<file path="config.mk">
export PLATFORM = sky130hd
export DESIGN_NAME = pipe_hazard_ctrl
export DESIGN_NICKNAME = d
export VERILOG_FILES = /design/src/rtl/pipe_hazard_ctrl.sv
export SDC_FILE = /design/constraint.sdc
export NUM_CORES = 1
export LEC_CHECK = 0
export BUFFER_PORTS_ARGS = -buffer_cell sky130_fd_sc_hd__buf_2
export CORE_MARGIN = 2
export CORE_UTILIZATION = 35
export DETAILED_ROUTE_END_ITERATION = 10
export HOLD_SLACK_MARGIN = 0.08
export PLACE_DENSITY = 0.71
export REMOVE_ABC_BUFFERS = 1
export SLEW_MARGIN = 20
export SYNTH_ARGS = -nofsm -noshare
export SYNTH_HDL_FRONTEND = slang
export SYNTH_SLANG_ARGS = --single-unit
</file>
<file path="constraint.sdc">
create_clock -name clock -period 6 [get_ports clock]
set_input_delay 0.9 -clock clock [delete_from_list [all_inputs] [get_ports clock]]
set_output_delay 0.9 -clock clock [all_outputs]
set_load 0.03 [all_outputs]
</file>
<file path="src/rtl/pipe_hazard_ctrl.sv">
`default_nettype none
//============================================================================
// Module      : pipe_hazard_ctrl
// Description : Stall/flush sequencer for the 5-stage pipeline. Produces
//               latch write-enables and bubble-inserts for PC/FD/DX/XM/MW,
//               detects load-use hazards, runs the multdiv handshake and
//               squashes wrong-path instructions on a taken branch/jump.
// Revision    : 1.0 - initial release
//============================================================================
module pipe_hazard_ctrl #(
    parameter logic [31:0] ISA_NOP = 32'h0000_0000,
    parameter int          CNT_W   = 32
) (
    input  logic             clock,
    input  logic             reset,
    input  logic [31:0]      fd_insn,
    input  logic [31:0]      dx_insn,
    input  logic             br_taken,
    input  logic             md_ready,
    input  logic             md_except,
    output logic             pc_en,
    output logic             fd_en,
    output logic             dx_en,
    output logic             xm_en,
    output logic             mw_en,
    output logic             fd_bubble,
    output logic             dx_bubble,
    output logic             xm_bubble,
    output logic             md_start,
    output logic             md_is_div,
    output logic             md_busy,
    output logic [CNT_W-1:0] stall_cnt
);

    // Opcode / ALU-op encodings used by the hazard decode
    localparam logic [4:0] c_OP_RTYPE = 5'b00000;
    localparam logic [4:0] c_OP_ADDI  = 5'b00101;
    localparam logic [4:0] c_OP_LW    = 5'b01000;
    localparam logic [4:0] c_OP_SW    = 5'b00111;
    localparam logic [4:0] c_OP_BNE   = 5'b00010;
    localparam logic [4:0] c_OP_BLT   = 5'b00110;
    localparam logic [4:0] c_OP_JR    = 5'b00100;
    localparam logic [4:0] c_ALU_MUL  = 5'b00110;
    localparam logic [4:0] c_ALU_DIV  = 5'b00111;

    // Multdiv sequencer states
    localparam logic [0:0] MD_IDLE = 1'b0;
    localparam logic [0:0] MD_BUSY = 1'b1;

    logic [0:0]       r_state;
    logic [CNT_W-1:0] r_stall_cnt;

    // Field extraction
    logic [4:0] w_fd_op, w_fd_rd, w_fd_rs, w_fd_rt;
    logic [4:0] w_dx_op, w_dx_rd, w_dx_aluop;

    assign w_fd_op    = fd_insn[31:27];
    assign w_fd_rd    = fd_insn[26:22];
    assign w_fd_rs    = fd_insn[21:17];
    assign w_fd_rt    = fd_insn[16:12];
    assign w_dx_op    = dx_insn[31:27];
    assign w_dx_rd    = dx_insn[26:22];
    assign w_dx_aluop = dx_insn[6:2];

    // Mul/div currently sitting in DX
    logic w_dx_mul, w_dx_div, w_dx_md;

    assign w_dx_mul = (w_dx_op == c_OP_RTYPE) && (w_dx_aluop == c_ALU_MUL);
    assign w_dx_div = (w_dx_op == c_OP_RTYPE) && (w_dx_aluop == c_ALU_DIV);
    assign w_dx_md  = w_dx_mul || w_dx_div;

    // Which FD fields are read as source registers for this opcode
    logic w_use_rd, w_use_rs, w_use_rt;

    // Source-register usage decode for the instruction in FD
    always_comb begin
        w_use_rd = 1'b0;
        w_use_rs = 1'b0;
        w_use_rt = 1'b0;
        case (w_fd_op)
            c_OP_RTYPE: begin
                w_use_rs = 1'b1;
                w_use_rt = 1'b1;
            end
            c_OP_ADDI, c_OP_LW: begin
                w_use_rs = 1'b1;
            end
            c_OP_SW, c_OP_BNE, c_OP_BLT: begin
                w_use_rd = 1'b1;
                w_use_rs = 1'b1;
            end
            c_OP_JR: begin
                w_use_rd = 1'b1;
            end
            default: begin
                w_use_rd = 1'b0;
                w_use_rs = 1'b0;
                w_use_rt = 1'b0;
            end
        endcase
    end

    // Load-use: a load in DX writes a register FD is about to read.
    // r0 is hardwired to zero so a load targeting it never conflicts.
    logic w_lu;

    assign w_lu = (w_dx_op == c_OP_LW) && (w_dx_rd != 5'd0) &&
                  ((w_use_rd && (w_fd_rd == w_dx_rd)) ||
                   (w_use_rs && (w_fd_rs == w_dx_rd)) ||
                   (w_use_rt && (w_fd_rt == w_dx_rd)));

    // Multdiv sequencer: start on a mul/div in DX, release on md_ready.
    // md_ready seen while idle (e.g. after a reset mid-operation) is ignored.
    always_ff @(posedge clock) begin
        if (reset) begin
            r_state <= MD_IDLE;
        end else begin
            case (r_state)
                MD_IDLE: if (w_dx_md)  r_state <= MD_BUSY;
                MD_BUSY: if (md_ready) r_state <= MD_IDLE;
                default: r_state <= MD_IDLE;
            endcase
        end
    end

    // Enable / bubble / start generation, combinational from state and inputs
    always_comb begin
        pc_en     = 1'b1;
        fd_en     = 1'b1;
        dx_en     = 1'b1;
        xm_en     = 1'b1;
        mw_en     = 1'b1;
        fd_bubble = 1'b0;
        dx_bubble = 1'b0;
        xm_bubble = 1'b0;
        md_start  = 1'b0;
        if (!reset) begin
            if (r_state == MD_BUSY) begin
                // Hold the mul/div in DX until its result is ready; the
                // release cycle lets it advance into XM with everything open.
                if (!md_ready) begin
                    pc_en     = 1'b0;
                    fd_en     = 1'b0;
                    dx_en     = 1'b0;
                    xm_bubble = 1'b1;
                end
            end else if (w_dx_md) begin
                // Kick off the operation and freeze the front end this cycle
                md_start  = 1'b1;
                pc_en     = 1'b0;
                fd_en     = 1'b0;
                dx_en     = 1'b0;
                xm_bubble = 1'b1;
            end else if (br_taken) begin
                // Both younger instructions are on the wrong path
                fd_bubble = 1'b1;
                dx_bubble = 1'b1;
            end else if (w_lu) begin
                // Hold PC/FD one cycle and let a bubble follow the load
                pc_en     = 1'b0;
                fd_en     = 1'b0;
                dx_bubble = 1'b1;
            end
        end
    end

    // md_is_div only has meaning alongside md_start
    assign md_is_div = w_dx_div;
    assign md_busy   = (r_state == MD_BUSY) && !reset;

    // Saturating count of front-end stall cycles
    always_ff @(posedge clock) begin
        if (reset) begin
            r_stall_cnt <= '0;
        end else if (!pc_en && (r_stall_cnt != {CNT_W{1'b1}})) begin
            r_stall_cnt <= r_stall_cnt + CNT_W'(1);
        end
    end

    assign stall_cnt = r_stall_cnt;

    // Fields and inputs this block deliberately does not consume: the
    // exception flag is handled in the datapath, and the bubble word is
    // substituted by the latches themselves.
    logic w_unused;
    assign w_unused = &{1'b0, md_except, fd_insn[11:0], dx_insn[21:7],
                        dx_insn[1:0], ISA_NOP};

endmodule
`default_nettype wire

</file>
==> impl_results.md, run 1 <==
* Total power at 0.475 mW
* Largest net degree at the start of global routing at 38
* CP Class: in -> out
* Total CTS buffers at 5
* Max Fclk at 285 MHz
* Clock root cell: clkbuf_8
* Cell Count, Final, Fillers Out at 404
* RSZ-0062 raised after global routing: false
* Core Area at 5890 µm²
* #FFs+latches synth at 33
* Die Span X at 81.8 µm
* Final hold violation count at 0
* Overall routed net length at 5360 µm
* Quantity of gates resized following cts at 0
* Die H at 81.8 µm
* TritonCTS clock tree: done
* Worst rel slew slack at 50.8%
* Cell with the most instances after synthesis: dfxtp_1
* HP Class: reg -> reg
* DIE AREA at 6690 µm²
* Worst hold slack at 0.499 ns
* Crit. End Element: output port
* Largest fanout on the critical path at 4
* Total placed cells including tap cells at 396
* Clk pin slew, worst setup/hold paths at 0.07 ns
* Clk_lat worst skew at 0.30 ns
* Critical path arrival at 2.61 ns
* Warnings, synthesis at 0
* Overall routing resource usage at 17.0%
* Post-synth top area share at 31.2%
* Gr ovfl total at 0
* Clk sinks at 33
* Synth cell count leaders: 33 x dfxtp_1, 22 x xnor2_1, 19 x nor2_1
* Layout area overhead at 25.5%
* Ys async rst share at 0%
* Routed Antenna Nets at 0
* Largest cells by area after synthesis: dfxtp_1 31%, xnor2_1 9.1%, a21oi_1 4.3%, nand3_1 3.8%, nor2_1 3.4%
* Netlist cell types at 53
* H-tree depth at 2
* Max-slew violation count at 0
* Post-synth EDFFs at 0
* Final Cycle Share at 58.5%
* Routed vias at 2153
* GPL Wtd Cong at 0.772
* Register area share after synthesis at 31.2%
* Worst setup SP type: input pin
* Buffers on Ports at 79
* Fillers at 607
* Crit path time final at 3.51 ns
* Setup bufs post-CTS at 0
* Status: finished clean
* Routed wire length per instance at 13.3 µm
* Final nets at 398
* Antenna diodes at 0
* First-pass GRT wire length at 8900 µm
* Area leader, netlist: dfxtp_1
* Cells after Synth at 253
* Clk_skew at 0.00705 ns
* Pwr Density at 179 nW/µm²
* Cts hold-fix bufs at 0
* Mapped Avg Cell Area at 8.38 µm²
* DP Area at 2540 µm²
* Initial DRC Count at 96
* Post-route cell area at 2660 µm²
* Share of cells above drive strength 1 at 31.9%
* DR pass1 iterations at 4
* Syn Std Cell Area at 2120 µm²
* DRC Markers at 0
* Io pins at 112
* Vias per inst at 5.33
* Hpwl dp at 4120 µm
* Initial antenna violation count at 0
* Worst setup margin at 2.49 ns
* CP Data Required Time at 5.10 ns
* Initial Utilization at 36.0%
* Vias in the first global route at 1985
* Final core occ at 45.2%
* Leakage power at 1.00 nW
* Num rows at 28
* Pre-CTS setup slack at 2.51 ns
* Synth Flop Type: dfxtp_1
* VDD IR-drop max at 109 µV
* # setup viols final at 0
* Worst-Margin Slew at 0.736 ns
* TNS Setup at 0 ns
* Clock tree buffer depth at 2
* MaxCap Viol Count at 0
==> sequential cells by signal, summed over array words and instances (netlist names) <==
name       cells
r_state        1
stall_cnt     32
==> critical path, cell delays in order <==
cell and delay (ns):
buf_2 0.13, xnor2_1 0.16, nand4_1 0.13, nor4_2 0.43, o31ai_1 0.17, a2111oi_0 0.42
buf_2 0.27
==> power breakdown <==
group	switching, mW	internal (mW)
Clock	0.0913	0.124
Sequential	0.0000405	0.219
Combinational	0.0223	0.0185
Total	0.114	0.362
==> area by class of cell <==
cell class	count	area (µm²)	share of cell area, %
multi-input combinational	197	1350	50.6
sequential	33	661	24.8
timing repair buffer	79	395	14.9
tap	75	93.8	3.53
clock buffer	5	68.8	2.59
inverter	12	50.0	1.88
clock inverter	3	46.3	1.74
==> logic make-up (layout without fill, tap and decap cells) <==
| group | after synthesis | after routing | share of synthesized area (%) |
|---|---|---|---|
| XOR/XNOR | 28 | 28 | 11.6 |
| buffers and inverters | 24 | 99 | 5.55 |
| adder cells (fa/ha/maj) | 2 | 2 | 1.06 |
| flip-flops | 33 | 33 | 31.2 |
| AND/OR/NAND/NOR | 103 | 103 | 28.9 |
| multiplexers | 2 | 2 | 0.945 |
| AO/OA/AOI/OAI | 60 | 60 | 20.7 |
| other | 1 | 2 | 0.177 |
==> final timing paths <==
check,startpoint,to,slack (ns),cells after the start
setup / recovery,dx_insn[25],dx_bubble,2.49,7
hold reg to reg,stall_cnt[30],stall_cnt[30],0.50,2
hold / removal,stall_cnt[30],stall_cnt[30],0.50,2
setup reg to reg,stall_cnt[0],stall_cnt[1],3.20,8
==> cell usage in the layout (no fill, tap or decap), types with 3 or more instances in the layout <==
cell type	n
buf_2	79
dfxtp_1	33
xnor2_1	22
nor2_1	19
a21oi_1	18
nand3_1	16
nand2_1	13
inv_1	11
o21ai_0	11
or3_1	11
nand4_1	10
xor2_1	6
or4_1	6
o31ai_1	6
a211oi_1	5
clkbuf_8	5
a2111oi_2	4
nor3_1	3
and2_1	3
nor4_1	3
and4_1	3
o311ai_1	3
==> routing by layer <==
| metal | routed length [µm] | vias to the layer above | GRT usage, % |
|---|---|---|---|
| li1 | - | 1087 | - |
| met1 | 2430 | 1009 | 21.5 |
| met2 | 2560 | 50 | 28.3 |
| met3 | 305 | 7 | 4.18 |
| met4 | 68 | 0 | 5.50 |
| met5 | 0 | - | 0 |
Power figures use the tool's default switching activity.
==> run 2, diff against run 1 <==
Settings changed: ABC_AREA from default to 1.
Clock period 6 ns to 2.9 ns, I/O delays scaled along.
==> run 2 against run 1 <==
Cell area grew 13%. Die area grew 16%. Combinational power grew 120%.
==> impl_results.md, run 2 <==
* Status: finished clean
* # setup viols final at 0 (unchanged)
* Max-slew violation count at 0 (unchanged)
* Synth Flop Type: dfxtp_1
* Worst reg2reg setup slack at 0.48 ns (-2.72 ns)
* Delay-heaviest family, CP: simple AND/OR/NAND/NOR gates
* WHS Path Cells at 2 (unchanged)
* #FFs+latches synth at 33 (unchanged)
* Largest cells by area after synthesis: dfxtp_1 27%, nand2_1 16%, xor2_1 9.2%, nand3_1 8.7%, a21oi_1 6.9%
* Clk pin slew, worst setup/hold paths at 0.07 ns (about the same)
* Routed Antenna Nets at 0 (unchanged)
* Hpwl dp at 5420 µm (+31%)
* Post-synth top area share at 26.7% (-4.5 points)
* Io pins at 112 (unchanged)
* Most frequent cells in the layout: 107 x nand2_1, 79 x buf_2, 43 x nor2_1, 43 x nand3_1, 34 x a21oi_1
* Total CTS buffers at 5 (unchanged)
* Vias per inst at 4.83 (-9.3%)
* Quantity of gates resized following cts at 0 (unchanged)
* MaxCap Viol Count at 0 (unchanged)
* Core Area at 6830 µm² (+16%)
* Total placed cells including tap cells at 559 (+41%)
* Worst Min Path Start: stall_cnt[31]
* Largest fanout on the critical path at 32 (+28)
* CP Class: reg -> reg
* H-tree depth at 2 (unchanged)
* Clk_skew at 0.00381 ns (-0.00324 ns)
* VDD IR-drop max at 125 µV (+15%)
* Post-synth EDFFs at 0 (unchanged)
* Clk sinks at 33 (unchanged)
* Critical Path Max Stage Delay at 0.48 ns (+0.05 ns)
* Cell with the most instances after synthesis: nand2_1
* DIE AREA at 7770 µm² (+16%)
* Sequential power share at 50.6% (+4.5 points)
* Pwr Density at 298 nW/µm² (+67%)
* Area leader, netlist: dfxtp_1
* First-pass GRT wire length at 11300 µm (+27%)
* Final nets at 540 (+36%)
* Worst Path Buf+Inv at 0 (-2)
* Gate power share at 10.1% (+1.5 points)
* Cell Count, Final, Fillers Out at 566 (+40%)
* RSZ-0062 raised after global routing: false
* Setup bufs post-CTS at 0 (unchanged)
* Final hold violation count at 0 (unchanged)
* Crit path time final at 2.42 ns
* Commonest non-fill, non-tap cell in the layout: nand2_1
* Antenna diodes at 0 (unchanged)
* Overall routing resource usage at 18.2% (+1.3 points)
* Share of cells above drive strength 1 at 21.3% (-11 points)
* Routed vias at 2736 (+27%)
* Vias in the first global route at 2416 (+22%)
* Layout area overhead at 21.4%
* Clock tree buffer depth at 2 (unchanged)
* Worst-Margin Slew at 0.608 ns (-0.129 ns)
* CP Data Required Time at 3.12 ns (-1.98 ns)
* Leakage power at 1.32 nW (+32%)
* Max Fclk at 413 MHz
* Clock root cell: clkbuf_8
* Terminus of the critical flop-to-flop path: stall_cnt[24]
* CP Cell Sequence: ha_1 > nand2_1 > nor2_2 > nand2_2 > nor2_4 > nand3_1 > nor3_2 > nand4_2 > nand2_2 > nand2_1 > a21oi_1
* Buffers on Ports at 79 (unchanged)
* Overall routed net length at 6880 µm (+28%)
* Power Internal at 0.681 mW (+88%)
* Cells after Synth at 397 (+57%)
* TritonCTS clock tree: done
* GPL Wtd Cong at 0.901 (+17%)
* Total power at 0.897 mW (+89%)
* DRC Markers at 0 (unchanged)
* Clk_lat worst skew at 0.29 ns (about the same)
* Hold Path End: stall_cnt[31]
* Worst rel slew slack at 59.3% (+8.5 points)
* Worst-case reg-to-reg path depth at 11 (+3)
* HP Class: reg -> reg
* Largest register FFs at 32 (unchanged)
* Gr ovfl total at 0 (unchanged)
* Sw Pwr at 0.215 mW (+90%)
* Die H at 88.2 µm (+7.7%)
* TNS Setup at 0 ns (unchanged)
* Netlist cell types at 28 (-47%)
* Initial Utilization at 36.3% (+0.27 points)
* Crit. End Element: flip-flop
* CP max-delay cell: nand2_2
* Critical path arrival at 2.64 ns (+0.03 ns)
* Num rows at 30 (+7.1%)
* Initial antenna violation count at 0 (unchanged)
* Routed wire length per instance at 12.2 µm (-8.4%)
* Cts hold-fix bufs at 0 (unchanged)
* Synth cell count leaders: 107 x nand2_1, 43 x nand3_1, 43 x nor2_1
* Syn Std Cell Area at 2480 µm² (+17%)
* Die Span X at 88.2 µm (+7.7%)
* Initial DRC Count at 139 (+45%)
* Largest net degree at the start of global routing at 35 (-7.9%)
* DR pass1 iterations at 5 (+1)
* Warnings, synthesis at 0 (unchanged)
* Worst setup SP type: flip-flop
* Ys async rst share at 0% (unchanged)
* Mapped Avg Cell Area at 6.24 µm² (-25%)
* Sw Ratio at 24.0% (+0.11 points)
* Final Cycle Share at 83.5%
* Register area share after synthesis at 26.7% (-4.5 points)
* Worst R2R Start: stall_cnt[0]
* Clock Power Share at 39.3% (-6.1 points)
-- run 2: cell types whose count changed after synthesis, sizes merged, moves of 16 or more --
cell and delta:
nor2 +27, a21oi +16, nand2 +96, nand3 +26, xor2 +20, inv +24
-- run 2: layer usage --
| metal | routed length, µm | global-route usage [%] |
|---|---|---|
| met1 | 3170 | 24.3 |
| met2 | 3210 | 30.0 |
| met3 | 381 | 3.96 |
| met4 | 118 | 4.82 |
| met5 | 0 | 0 |
-- run 2: worst max path at each step --
stage	start	to	cells after the start
after floorplan	stall_cnt[1]	stall_cnt[0]	11
after global placement	stall_cnt[0]	stall_cnt[22]	11
after detailed placement	stall_cnt[0]	stall_cnt[13]	11
after CTS	stall_cnt[0]	stall_cnt[13]	11
after global routing	stall_cnt[0]	stall_cnt[18]	11
final	stall_cnt[0]	stall_cnt[24]	11
-- run 2: per-stage QoR --
step | util, % | instance area (µm²) | setup slack [ns] | hold slack, ns
6_report | 44.0 | 3010 | 0.478 | 0.488
5_1_grt | 44.0 | 3010 | 0.193 | 0.519
4_1_cts | 44.0 | 3010 | 0.467 | 0.489
3_5_place_dp | 42.8 | 2920 | 0.493 | 0.479
3_3_place_gp | 42.8 | 2920 | 0.541 | 0.468
2_1_floorplan | - | 2380 | 0.0908 | 0.504
-- run 2: kinds of logic after synthesis --
logic type / Yosys count / synth area share (%)
buf+inv: 53 / 9.59
fa+ha+maj: 1 / 0.505
flops: 33 / 26.7
xor+xnor: 42 / 14.8
compound gates: 36 / 7.32
simple gates: 231 / 40.9
other cells: 1 / 0.151
-- run 2: area by class of cell --
class	instances	area, µm²
fill	764	3820
multi-input combinational	312	1580
sequential	33	661
timing repair buffer	83	425
inverter	35	131
tap	96	120
clock buffer	7	86.3
-- run 2: power groups by stage --
stage | logic, mW | clock network [mW] | registers (mW)
floorplan | 0.0422 | 0 | 0.464
global placement | 0.0884 | 0 | 0.463
detailed placement | 0.0916 | 0 | 0.463
CTS | 0.0918 | 0.358 | 0.453
global route | 0.102 | 0.380 | 0.453
finish | 0.0908 | 0.353 | 0.453
-- run 2: worst reg2reg max path, cell delays in order (launching register included) --
cell and delay, ns:
dfxtp_1 0.41, ha_1 0.25, nand2_1 0.11, nor2_2 0.17, nand2_2 0.13, nor2_4 0.14
nand3_1 0.11, nor3_2 0.17, nand4_2 0.12, nand2_2 0.48, nand2_1 0.12, a21oi_1 0.15
==> run 3, diff against run 2 <==
Settings changed: PLACE_DENSITY 0.71 to 0.68.
Clock period 2.9 ns to 2.45 ns, I/O delays scaled along.
==> run 3 against run 2 <==
Fmax increased by 12%. Count of clock-buffer cells in the layout unchanged. Cell area increased by 1.2%. Flip-flop and latch count unchanged. Global-route usage decreased by 0.44 points. Setup slack got worse by 0.20 ns. Hold slack got worse by 0.027 ns. First-iteration DRC count decreased by 17%. Combinational power increased by 18%.
==> impl_results.md, run 3 (same netlist as run 2, synthesis figures left out) <==
* WHS Path Cells at 2 (unchanged)
* Worst setup SP type: flip-flop
* TritonCTS clock tree: done
* Most frequent cells in the layout: 107 x nand2_1, 79 x buf_2, 43 x nor2_1, 43 x nand3_1, 34 x a21oi_1
* Gate power share at 10.2% (about the same)
* Crit path time final at 2.17 ns (-0.254 ns)
* Final nets at 544 (+0.74%)
* Layout area overhead at 22.8%
* Largest register FFs at 32 (unchanged)
* Clock root cell: clkbuf_8
* Multi-input logic area at 1590 µm² (+0.32%)
* Pwr Density at 347 nW/µm² (+16%)
* Quantity of gates resized following cts at 0 (unchanged)
* Total placed cells including tap cells at 563 (+0.72%)
* Overall routing resource usage at 17.8% (-0.44 points)
* Clk sinks at 33 (unchanged)
* DRC Markers at 0 (unchanged)
* # setup viols final at 0 (unchanged)
* Initial Utilization at 36.3% (unchanged)
* Crit. End Element: flip-flop
* Final Cycle Share at 88.5% (+5.0 points)
* Num rows at 30 (unchanged)
* DIE AREA at 7770 µm² (unchanged)
* Terminus of the critical flop-to-flop path: stall_cnt[9]
* TNS Setup at 0 ns (unchanged)
* Buffers on Ports at 79 (unchanged)
* Total power at 1.06 mW (+18%)
* Largest fanout on the critical path at 16 (-50%)
* Clock tree buffer depth at 2 (unchanged)
* Register area at 661 µm² (unchanged)
* First-pass GRT wire length at 11100 µm (-1.2%)
* Clk pin slew, worst setup/hold paths at 0.06 ns (about the same)
* Initial DRC Count at 116 (-17%)
* Io pins at 112 (unchanged)
* Worst-case reg-to-reg path depth at 12 (+1)
* Die H at 88.2 µm (unchanged)
* Critical path arrival at 2.38 ns (-0.26 ns)
* Cts hold-fix bufs at 0 (unchanged)
* Hold Path End: stall_cnt[18]
* Clock Power Share at 39.0% (-0.3 points)
* CP Class: reg -> reg
* Gr ovfl total at 0 (unchanged)
* Vias in the first global route at 2507 (+3.8%)
* Share of cells above drive strength 1 at 21.9% (+0.66 points)
* Total CTS buffers at 5 (unchanged)
* Sw Ratio at 23.6% (-0.41 points)
* Overall routed net length at 6650 µm (-3.3%)
* Sw Pwr at 0.249 mW (+16%)
* CP Data Required Time at 2.66 ns (-0.46 ns)
* Setup bufs post-CTS at 0 (unchanged)
* H-tree depth at 2 (unchanged)
* Worst reg2reg setup slack at 0.28 ns (-0.20 ns)
* Hpwl dp at 5460 µm (+0.71%)
* RSZ-0062 raised after global routing: false
* Core Area at 6830 µm² (unchanged)
* Routed wire length per instance at 11.7 µm (-4.0%)
* Antenna diodes at 0 (unchanged)
* Leakage power at 1.34 nW (+1.4%)
* Sequential power share at 50.8% (+0.2 points)
* Post-route cell area at 3040 µm² (+1.2%)
* Worst Min Path Start: reset
* Die Span X at 88.2 µm (unchanged)
* DP Area at 2950 µm² (+1.0%)
* Initial antenna violation count at 0 (unchanged)
* Final hold violation count at 0 (unchanged)
* Final core occ at 44.5% (+0.51 points)
* HP Class: in -> reg
* GPL Wtd Cong at 0.986 (+9.4%)
* Cell Count, Final, Fillers Out at 570 (+0.71%)
* Max-slew violation count at 0 (unchanged)
* Routed Antenna Nets at 0 (unchanged)
* Clk_skew at 0.00338 ns (-0.000432 ns)
* Power Internal at 0.806 mW (+18%)
* Routed vias at 2771 (+1.3%)
* Fillers at 780 (+2.1%)
* Commonest non-fill, non-tap cell in the layout: nand2_1
* Worst R2R Start: stall_cnt[0]
* DR pass1 iterations at 5 (unchanged)
* Max Fclk at 461 MHz (+12%)
* Clk_lat worst skew at 0.28 ns (about the same)
* MaxCap Viol Count at 0 (unchanged)
* Largest net degree at the start of global routing at 23 (-34%)
* Vias per inst at 4.86 (+0.57%)
* VDD IR-drop max at 153 µV (+22%)
* Status: finished clean
==> run 3: changes by cell type in the layout (fill, tap and decap cells not counted) <==
cell    delta
buf_4      +4
nor2_2     -1
nor2_4     +1
==> run 3: layout make-up <==
type,count,area share (%)
tap,96,3.95
sequential,33,21.7
inverter,35,4.32
timing repair buffer,87,15.0
clock buffer,7,2.84
multi-input combinational,312,52.2
==> run 3: how the worst max path moves through the flow <==
stage	slack (ns)	cells past startpoint	to	startpoint
after global placement	0.32	12	stall_cnt[25]	stall_cnt[1]
after detailed placement	0.26	15	stall_cnt[27]	fd_insn[30]
after global routing	0.03	12	stall_cnt[11]	stall_cnt[1]
after CTS	0.24	12	stall_cnt[27]	stall_cnt[0]
final	0.28	12	stall_cnt[9]	stall_cnt[0]
after floorplan	-0.36	11	stall_cnt[0]	stall_cnt[1]
==> run 3: power by group through the flow <==
stage          Sequential [mW]  Combinational [mW]  Clock (mW)
3_3_place_gp             0.549               0.105           0
5_1_grt                  0.536               0.121       0.452
6_report                 0.536               0.107       0.412
2_1_floorplan            0.549              0.0500           0
3_5_place_dp             0.549               0.108           0
4_1_cts                  0.536               0.108       0.427
==> run 3: metal layers <==
metal / wire, µm / share of wire, % / global-route usage [%]
met4: 114 / 1.7 / 6.06
met1: 3080 / 46 / 24.1
met5: 0 / 0 / 0
met2: 3050 / 46 / 28.9
met3: 401 / 6.0 / 2.73
==> run 3: worst max-delay path, stage by stage (launching register included) <==
cell	delay [ns]
dfxtp_1	0.40
ha_1	0.26
nand2_1	0.13
nor2_4	0.15
nand2_2	0.12
nor2_4	0.14
nand3_1	0.11
nor3_2	0.14
nand4_2	0.14
nand2_2	0.11
buf_4	0.20
nand2_1	0.07
a21oi_1	0.13
==> run 3: stage by stage <==
stage	hold slack, ns	setup WS (ns)
after floorplan	0.437	-0.359
after detailed placement	0.475	0.260
after CTS	0.464	0.241
after global routing	0.473	0.0342
final	0.462	0.282
after global placement	0.470	0.318
